**src/rtl/imem_loader_pkg.sv**
```systemverilog
// Shared types and frame-field widths for the boot-time IMEM loader.
// Latency and backpressure are properties of imem_loader and word_packer.
package imem_loader_pkg;

  localparam int BYTE_W = 8;
  localparam int WORD_W = 32;
  localparam int LEN_W  = 16;

  localparam logic [BYTE_W-1:0] MAGIC_DEFAULT = 8'hA5;

  typedef enum logic [2:0] {
    ST_IDLE,
    ST_LEN_LO,
    ST_LEN_HI,
    ST_DATA,
    ST_CHK,
    ST_DONE,
    ST_ERR
  } state_t;

endpackage

```
**src/rtl/imem_loader_word_packer.sv**
```systemverilog
// Packs little-endian bytes into 32-bit words; word_full/word_dat are combinational
// with the 4th accepted byte. No backpressure: the caller gates byte_vld.
module word_packer
  import imem_loader_pkg::*;
(
  input  logic              clk,
  input  logic              rst,
  input  logic              byte_vld,
  input  logic [BYTE_W-1:0] byte_dat,
  input  logic              clr,
  output logic [WORD_W-1:0] word_dat,
  output logic              word_full
);

  logic [1:0]  idx;
  logic [23:0] sh;

  // Earlier bytes shift down so the first byte ends up in the low lane.
  always_ff @(posedge clk or posedge rst) begin
    if (rst) begin
      idx <= '0;
      sh  <= '0;
    end else if (clr) begin
      idx <= '0;
      sh  <= '0;
    end else if (byte_vld) begin
      idx <= idx + 2'd1;
      sh  <= {byte_dat, sh[23:8]};
    end
  end

  assign word_full = byte_vld && (idx == 2'd3);
  assign word_dat  = {byte_dat, sh};

endmodule

```
**src/rtl/imem_loader.sv**
```systemverilog
// Framed byte-stream loader into IMEM; holds the CPU in reset until a checksummed frame lands.
// Write issues 1 cycle after a word's 4th byte; rx_ready drops during that write cycle.
module imem_loader
  import imem_loader_pkg::*;
#(
  parameter int                ADDR_W = 10,
  parameter logic [BYTE_W-1:0] MAGIC  = MAGIC_DEFAULT
) (
  input  logic              clk,
  input  logic              rst,
  input  logic              rx_valid,
  input  logic [BYTE_W-1:0] rx_data,
  output logic              rx_ready,
  output logic              imem_we,
  output logic [ADDR_W-1:0] imem_addr,
  output logic [WORD_W-1:0] imem_wdata,
  output logic              cpu_rst,
  output logic              load_done,
  output logic              load_err
);

  localparam int             MAX_WORDS = 2**ADDR_W;
  localparam logic [LEN_W:0] MAX_LEN   = (LEN_W+1)'(MAX_WORDS);

  state_t              state, state_nxt;
  logic                ready_en;
  logic                rx_acc;
  logic                frame_start;
  logic                word_full;
  logic                last_word;
  logic [WORD_W-1:0]   word_dat;
  logic [BYTE_W-1:0]   len_lo;
  logic [BYTE_W-1:0]   csum;
  logic [LEN_W-1:0]    len;
  logic [LEN_W-1:0]    len_in;
  logic [ADDR_W:0]     word_cnt;

  assign rx_acc      = rx_valid && rx_ready;
  assign len_in      = {rx_data, len_lo};
  assign last_word   = (LEN_W'(word_cnt) == len - LEN_W'(1));
  assign frame_start = rx_acc && (rx_data == MAGIC) &&
                       (state == ST_IDLE || state == ST_DONE || state == ST_ERR);

  word_packer u_packer (
    .clk       (clk),
    .rst       (rst),
    .byte_vld  (rx_acc && (state == ST_DATA)),
    .byte_dat  (rx_data),
    .clr       (frame_start),
    .word_dat  (word_dat),
    .word_full (word_full)
  );

  always_ff @(posedge clk or posedge rst) begin
    if (rst) state <= ST_IDLE;
    else     state <= state_nxt;
  end

  always_comb begin
    state_nxt = state;
    case (state)
      ST_IDLE, ST_DONE, ST_ERR: if (frame_start) state_nxt = ST_LEN_LO;
      ST_LEN_LO: if (rx_acc) state_nxt = ST_LEN_HI;
      ST_LEN_HI: begin
        if (rx_acc) begin
          if ({1'b0, len_in} > MAX_LEN) state_nxt = ST_ERR;
          else if (len_in == '0)        state_nxt = ST_CHK;
          else                          state_nxt = ST_DATA;
        end
      end
      ST_DATA: if (rx_acc && word_full && last_word) state_nxt = ST_CHK;
      ST_CHK: begin
        if (rx_acc) state_nxt = (rx_data == csum) ? ST_DONE : ST_ERR;
      end
      default: state_nxt = ST_IDLE;
    endcase
  end

  always_comb begin
    cpu_rst   = (state != ST_DONE);
    load_done = (state == ST_DONE);
    load_err  = (state == ST_ERR);
    rx_ready  = ready_en && !imem_we;
  end

  always_ff @(posedge clk or posedge rst) begin
    if (rst) begin
      ready_en   <= 1'b0;
      imem_we    <= 1'b0;
      imem_addr  <= '0;
      imem_wdata <= '0;
      len_lo     <= '0;
      len        <= '0;
      csum       <= '0;
      word_cnt   <= '0;
    end else begin
      ready_en <= 1'b1;
      imem_we  <= rx_acc && (state == ST_DATA) && word_full;
      if (frame_start) begin
        csum     <= '0;
        word_cnt <= '0;
      end
      if (rx_acc && state == ST_LEN_LO) len_lo <= rx_data;
      if (rx_acc && state == ST_LEN_HI) len    <= len_in;
      if (rx_acc && state == ST_DATA) begin
        csum <= csum ^ rx_data;
        if (word_full) begin
          imem_addr  <= word_cnt[ADDR_W-1:0];
          imem_wdata <= word_dat;
          word_cnt   <= word_cnt + 1'b1;
        end
      end
    end
  end

endmodule
```
**config.mk**
```make
export PLATFORM = sky130hd
export DESIGN_NAME = imem_loader
export DESIGN_NICKNAME = d
export VERILOG_FILES = /design/src/rtl/imem_loader_pkg.sv /design/src/rtl/imem_loader_word_packer.sv /design/src/rtl/imem_loader.sv
export SDC_FILE = /design/constraint.sdc
export NUM_CORES = 1
export LEC_CHECK = 0
export ABC_AREA = 1
export CAP_MARGIN = 0
export CORE_ASPECT_RATIO = 0.9
export CORE_MARGIN = 2
export CORE_UTILIZATION = 33
export CTS_CLUSTER_SIZE = 8
export DETAILED_ROUTE_END_ITERATION = 10
export PLACE_DENSITY = 0.59
export SYNTH_ARGS = -nofsm -noshare
export SYNTH_HDL_FRONTEND = slang
export SYNTH_SLANG_ARGS = --single-unit
```
**constraint.sdc**
```tcl
create_clock -name clk -period 4.04 [get_ports clk]
set_input_delay 1.01 -clock clk [delete_from_list [all_inputs] [get_ports clk]]
set_output_delay 1.01 -clock clk [all_outputs]
set_load 0.01 [all_outputs]
```
# Yosys cells after proc, flatten, opt, wreduce, memory -nomap -nowiden

Index checks and enable logic that the tools add are counted.
Widths: inputs -> output; s select.

Flip-flop bits (word level): 116
Input bits: 11

Order comparisons: 1
Equality and inequality tests: 16
Bitwise logic cells: 1
Reductions and logical operators: 20
Multiplexer cells: 18
Add/subtract/negate cells: 3

Operators with widths:

| operator              | count |
|---|---|
| $mux 24               | 2 |
| $mux 11               | 3 |
| $mux 3                | 7 |
| $eq 11x16->1          | 1 |
| $gt 16x11->1 const B  | 1 |
| $logic_not 16->1      | 1 |
| $mux 8                | 2 |
| $sub 16x1->16 const B | 1 |
| $pmux 3 s5            | 1 |
| $add 11x1->11 const B | 1 |
| $logic_and 1x1->1     | 11 |
| $eq 3x3->1 const B    | 3 |
| $eq 8x8->1            | 1 |
| $eq 8x8->1 const B    | 1 |
| $ne 2x2->1 const B    | 4 |
| $xor 8x8->8           | 1 |
| $eq 3x2->1 const B    | 2 |
| $mux 2                | 3 |
| $reduce_and 5->1      | 1 |
| $eq 3x1->1 const B    | 1 |
| $logic_not 3->1       | 1 |
| $ne 3x3->1 const B    | 1 |
| $reduce_or 3->1       | 1 |
| $add 2x1->2 const B   | 1 |
| other kinds (6)       | 7 |

# Logic depth before layout (Yosys ltp)

Word-level depth: 9
Depth in mapped cells: 15

# Modules after synthesis

A second synthesis with hierarchy kept.

Cells, all modules: 701
Area, all modules: 5,554.1 µm²

By module, submodules not included:

| module      | cells an instance | times used | sequential area each (µm²) | area each (µm²) |
|---|---|---|---|---|
| imem_loader | 575               | 1          | 2,252.2                    | 4,421.7 |
| word_packer | 126               | 1          | 650.6                      | 1,132.3 |

# Least setup slack after synthesis

Ideal clock, no wire load.

Kind: in2reg
Start point: input port rx_valid
End point: register state[1]
Stages on the path: 11
Path slack: 1.906 ns
Data arrival time: 2.017 ns
Data required time: 3.923 ns
Cell sequence: inv_1 nor2_1 nand3_1 nor2_1 nand2_1 nor2_1 nand3_1 o21ai_2 nand2_1 nand2_1 nand2_1

Cells in the longest elaborated chain, start to end: 7
Elaborated cells between the ends (all ways): 13
Those cells by class: eq/ne (5); reduce/logical (8)

Ends and longest elaborated chain:

| element                               | line                          | source |
|---|---|---|
| start, declared                       | imem_loader.sv:11             | `input logic rx_valid,` |
| $logic_and 1x1->1 (*)                 | imem_loader.sv:38             | `assign rx_acc = rx_valid && rx_ready;` |
| $logic_and 1x1->1                     | imem_loader.sv:47             | `.byte_vld (rx_acc && (state == ST_DATA)),` |
| $logic_and 1x1->1                     | imem_loader_word_packer.sv:32 | `assign word_full = byte_vld && (idx == 2'd3);` |
| $logic_and 1x1->1 (2 in series)       | imem_loader.sv:71             | `ST_DATA: if (rx_acc && word_full && last_word) state_nxt = ST_CHK;` |
| $ne 2x1->1 (no source line)           | --                            |  |
| $reduce_and 5->1 (no source line) (*) | --                            |  |
| end signal, assigned                  | imem_loader.sv:56             | `else state <= state_nxt;` |
| end, declared                         | imem_loader.sv:25             | `state_t state, state_nxt;` |

Mark *: on every way between the ends. The rest lies on a longest branch, timed or not.
A chain may end at the register's enable or synchronous reset.

# Worst setup path in the final report

Start point: input port rx_data[0]
End point: register u_packer.sh[0]

Cells in the longest elaborated chain, start to end: 4
Elaborated cells between the ends (all ways): 5
Those cells by class: eq/ne (1); mux (1); reduce/logical (3)

Ends and longest elaborated chain:

| element                                      | line                          | source |
|---|---|---|
| start, declared                              | imem_loader.sv:12             | `input logic [BYTE_W-1:0] rx_data,` |
| $eq 8x8->1 (*)                               | imem_loader.sv:41             | `assign frame_start = rx_acc && (rx_data == MAGIC) &&` |
| $logic_and 1x1->1 (*) (2 in series)          | imem_loader.sv:41             |  |
| $mux 24 or $reduce_bool 2->1 (tied branches) | --                            |  |
| end signal, assigned                         | imem_loader_word_packer.sv:28 | `sh <= {byte_dat, sh[23:8]};` |
| end, declared                                | imem_loader_word_packer.sv:16 | `logic [23:0] sh;` |

Marked as above.

==> impl_metrics.ini <==
[place]
dpl.cell_count = 888
port-buffer-count = 57
gp_congestion = 0.868
dpl-instance-area_sq_mm = 0.00618
dp_hpwl_um = 9610

[yosys]
ys.flop_type = dfrtp_1
ys_top_cells_by_count = nand2_1, dfrtp_1, inv_1
yosysTopAreaCellShare = 0.538
synth_area_leader_cell = dfrtp_1
yosysMostFrequentCell = nand2_1
yosysUniqueCellTypes = 42
synth_warnings = 0
synth_seq_cells = 116
syn_inst = 639
yosys-top-cells-area = dfrtp_1, nand2_1, o21ai_0
async_flop_share = 1.00
syn_nets = 653
synth_edf_count = 0
yosysSeqAreaShare = 0.538
syn-cell-area_sq_mm = 0.00540
avgSynthCellArea_sq_um = 8.45

[final_layout]
syn2layout_area_growth_pct = 25.5
nNetsFinal = 714
multi_input_area_sq_mm = 0.00208
finalNonFillerCells = 920
antenna_cells = 0
design_area_sq_mm = 0.00677
fillCellCount = 1557
seq_area_sq_mm = 0.00290
drive_above_1_share = 0.0940

[worst_hold_path]
min_path_type = reg2reg
hold_end = imem_wdata[4]
min_from = imem_wdata[4]
min_path_cells = 2

[grt]
grt_usage = 0.161
grt_pass1_vias = 4270
grt_max_degree = 92
antenna_found_initial = 0
gr-total-overflow = 0
grt_pass1_wl_um = 22300

[outcome]
status = completed

[cts]
tritoncts = yes
htree_levels = 4
postCtsHoldBufs = 0
clock-sinks = 116
cts_resized = 0
cts-root-buf = clkbuf_16
insertion_delay_ns = 0.41
post-cts-setup-buffers = 0
cts_buffers = 17
ctsLongestPathBuffers = 2
clk_pin_slew_ns = 0.05

[floorplanning]
die-area_sq_mm = 0.0174
pin_count = 58
die_x_um = 139
start_util = 0.336
rows = 44
core_area_sq_mm = 0.0161
fp.dieH_um = 125

[critical_path]
regToRegSetupSlack_ns = 1.62
cp-end-kind = flop
r2r_end = word_cnt[6]
cp_max_fo = 20
r2r-start = state[0]
criticalPathCategory = in2reg
crit_path_start = rx_data[0]
cp.arrival_ns = 3.22
reg2regPathDepth = 7
required_ns = 4.31
cp-start-kind = input pin

[sta]
max_slew_margin = 0.476
fin_crit_ns = 2.95
setup_violations = 0
worstMarginPinSlew_ns = 0.787
hold_viol = 0
slew_violations = 0
clock.fmax_mhz = 339
fin_skew_ns = 0.00646
fin_crit_sh = 0.731
setup_tns_ns = 0
worst_hold_slack_ns = 0.483
grt_setup_unrepaired = false

[power]
powerDensity_mw_per_mm2 = 642
combPwrFrac = 0.257
ir_drop_v = 0.000403
switching_power_mw = 1.46
intPower_mw = 2.88
p_clk_frac = 0.338
pwr-share-seq = 0.405
switching_share = 0.337
cellLeakagePower_nw = 3.11

[route]
via_per_inst = 4.78
wl_um = 13400
drtIter0Drc = 347
dr.pass1.iters = 5
drc = 0
antenna_left = 0
wl_per_cell_um = 14.5
vias = 4395

[job]
drv_cap = 0
-- metal layers --
metal / up-vias / GRT usage / share of wire
met3: 14 / 0.0463 / 0.054
met4: 0 / 0.0458 / 0.0091
met2: 102 / 0.233 / 0.44
li1: 2176 / - / -
met5: - / 0 / 0
met1: 2103 / 0.236 / 0.50
-- worst max-delay path, cell delays in order --
cell and delay (ns):
clkdlybuf4s50_1 0.65, inv_2 0.11, nor4_1 0.25, nand3_1 0.21, nor2_4 0.41, nor2_8 0.12
inv_2 0.35, o22ai_1 0.12
-- registers in the layout (all words and copies together), names as in the netlist --
register,flops
imem_we,1
csum,8
ready_en,1
word_cnt,11
len,16
state,3
len_lo,8
u_packer.idx,2
imem_addr,10
imem_wdata,32
u_packer.sh,24
-- power by group through the flow --
stage	clock network, mW	registers [mW]	logic [mW]
6_report	1.47	1.76	1.12
5_1_grt	1.56	1.80	1.29
4_1_cts	1.50	1.76	1.13
3_5_place_dp	0	1.77	1.12
3_3_place_gp	0	1.76	1.09
2_1_floorplan	0	1.70	0.831
-- layout make-up --
class / count / share of cell area
timing repair buffer: 64 / 0.0939
multi-input combinational: 420 / 0.307
sequential: 116 / 0.429
tap: 207 / 0.0382
clock buffer: 20 / 0.0674
inverter: 81 / 0.0455
clock inverter: 12 / 0.0192
-- per-stage QoR --
step                worst slack (ns)  total power, mW   util
floorplan                       1.62             2.53      -
global placement               0.778             2.85  0.385
detailed placement             0.679             2.89  0.385
CTS                             1.11             4.38  0.421
global route                   0.897             4.66  0.421
finish                          1.09             4.35  0.421
-- worst max path at each step --
stage                                end  slack, ns  cells past startpoint
after detailed placement  u_packer.sh[0]       0.68                      8
final                     u_packer.sh[0]       1.09                      8
after global placement    u_packer.sh[0]       0.78                      8
after CTS                 u_packer.sh[0]       1.11                      8
after floorplan                  csum[0]       1.62                      1
after global routing      u_packer.sh[0]       0.90                      8
-- logic make-up (layout without fill, tap and decap cells) --
group	Yosys count	in the layout	synth area share
other	1	1	0.000695
AND/OR/NAND/NOR	287	287	0.229
flip-flops	116	116	0.538
AO/OA/AOI/OAI	114	114	0.121
buffers and inverters	103	177	0.0793
adder cells (fa/ha/maj)	3	3	0.00696
XOR/XNOR	15	15	0.0243
-- layout by cell type (no fill, tap or decap), types with 2 or more instances in the layout --
cell and instances:
nand2_1 167, dfrtp_1 116, inv_1 71, o21ai_0 62, clkdlybuf4s50_1 57, nor2_1 47
nand3_1 40, o21ai_1 21, clkbuf_16 17, a21oi_1 13, xor2_1 9, nor3_1 9
inv_2 8, xnor2_1 6, o22ai_2 6, clkinvlp_4 6, buf_4 6, nor2_2 4
nor4_1 4, nand4_1 4, a22o_1 4, ha_1 3, clkinv_2 3, nor3_2 2
nor2_4 2, clkbuf_8 2, bufinv_16 2
Power figures use the tool's default switching activity.
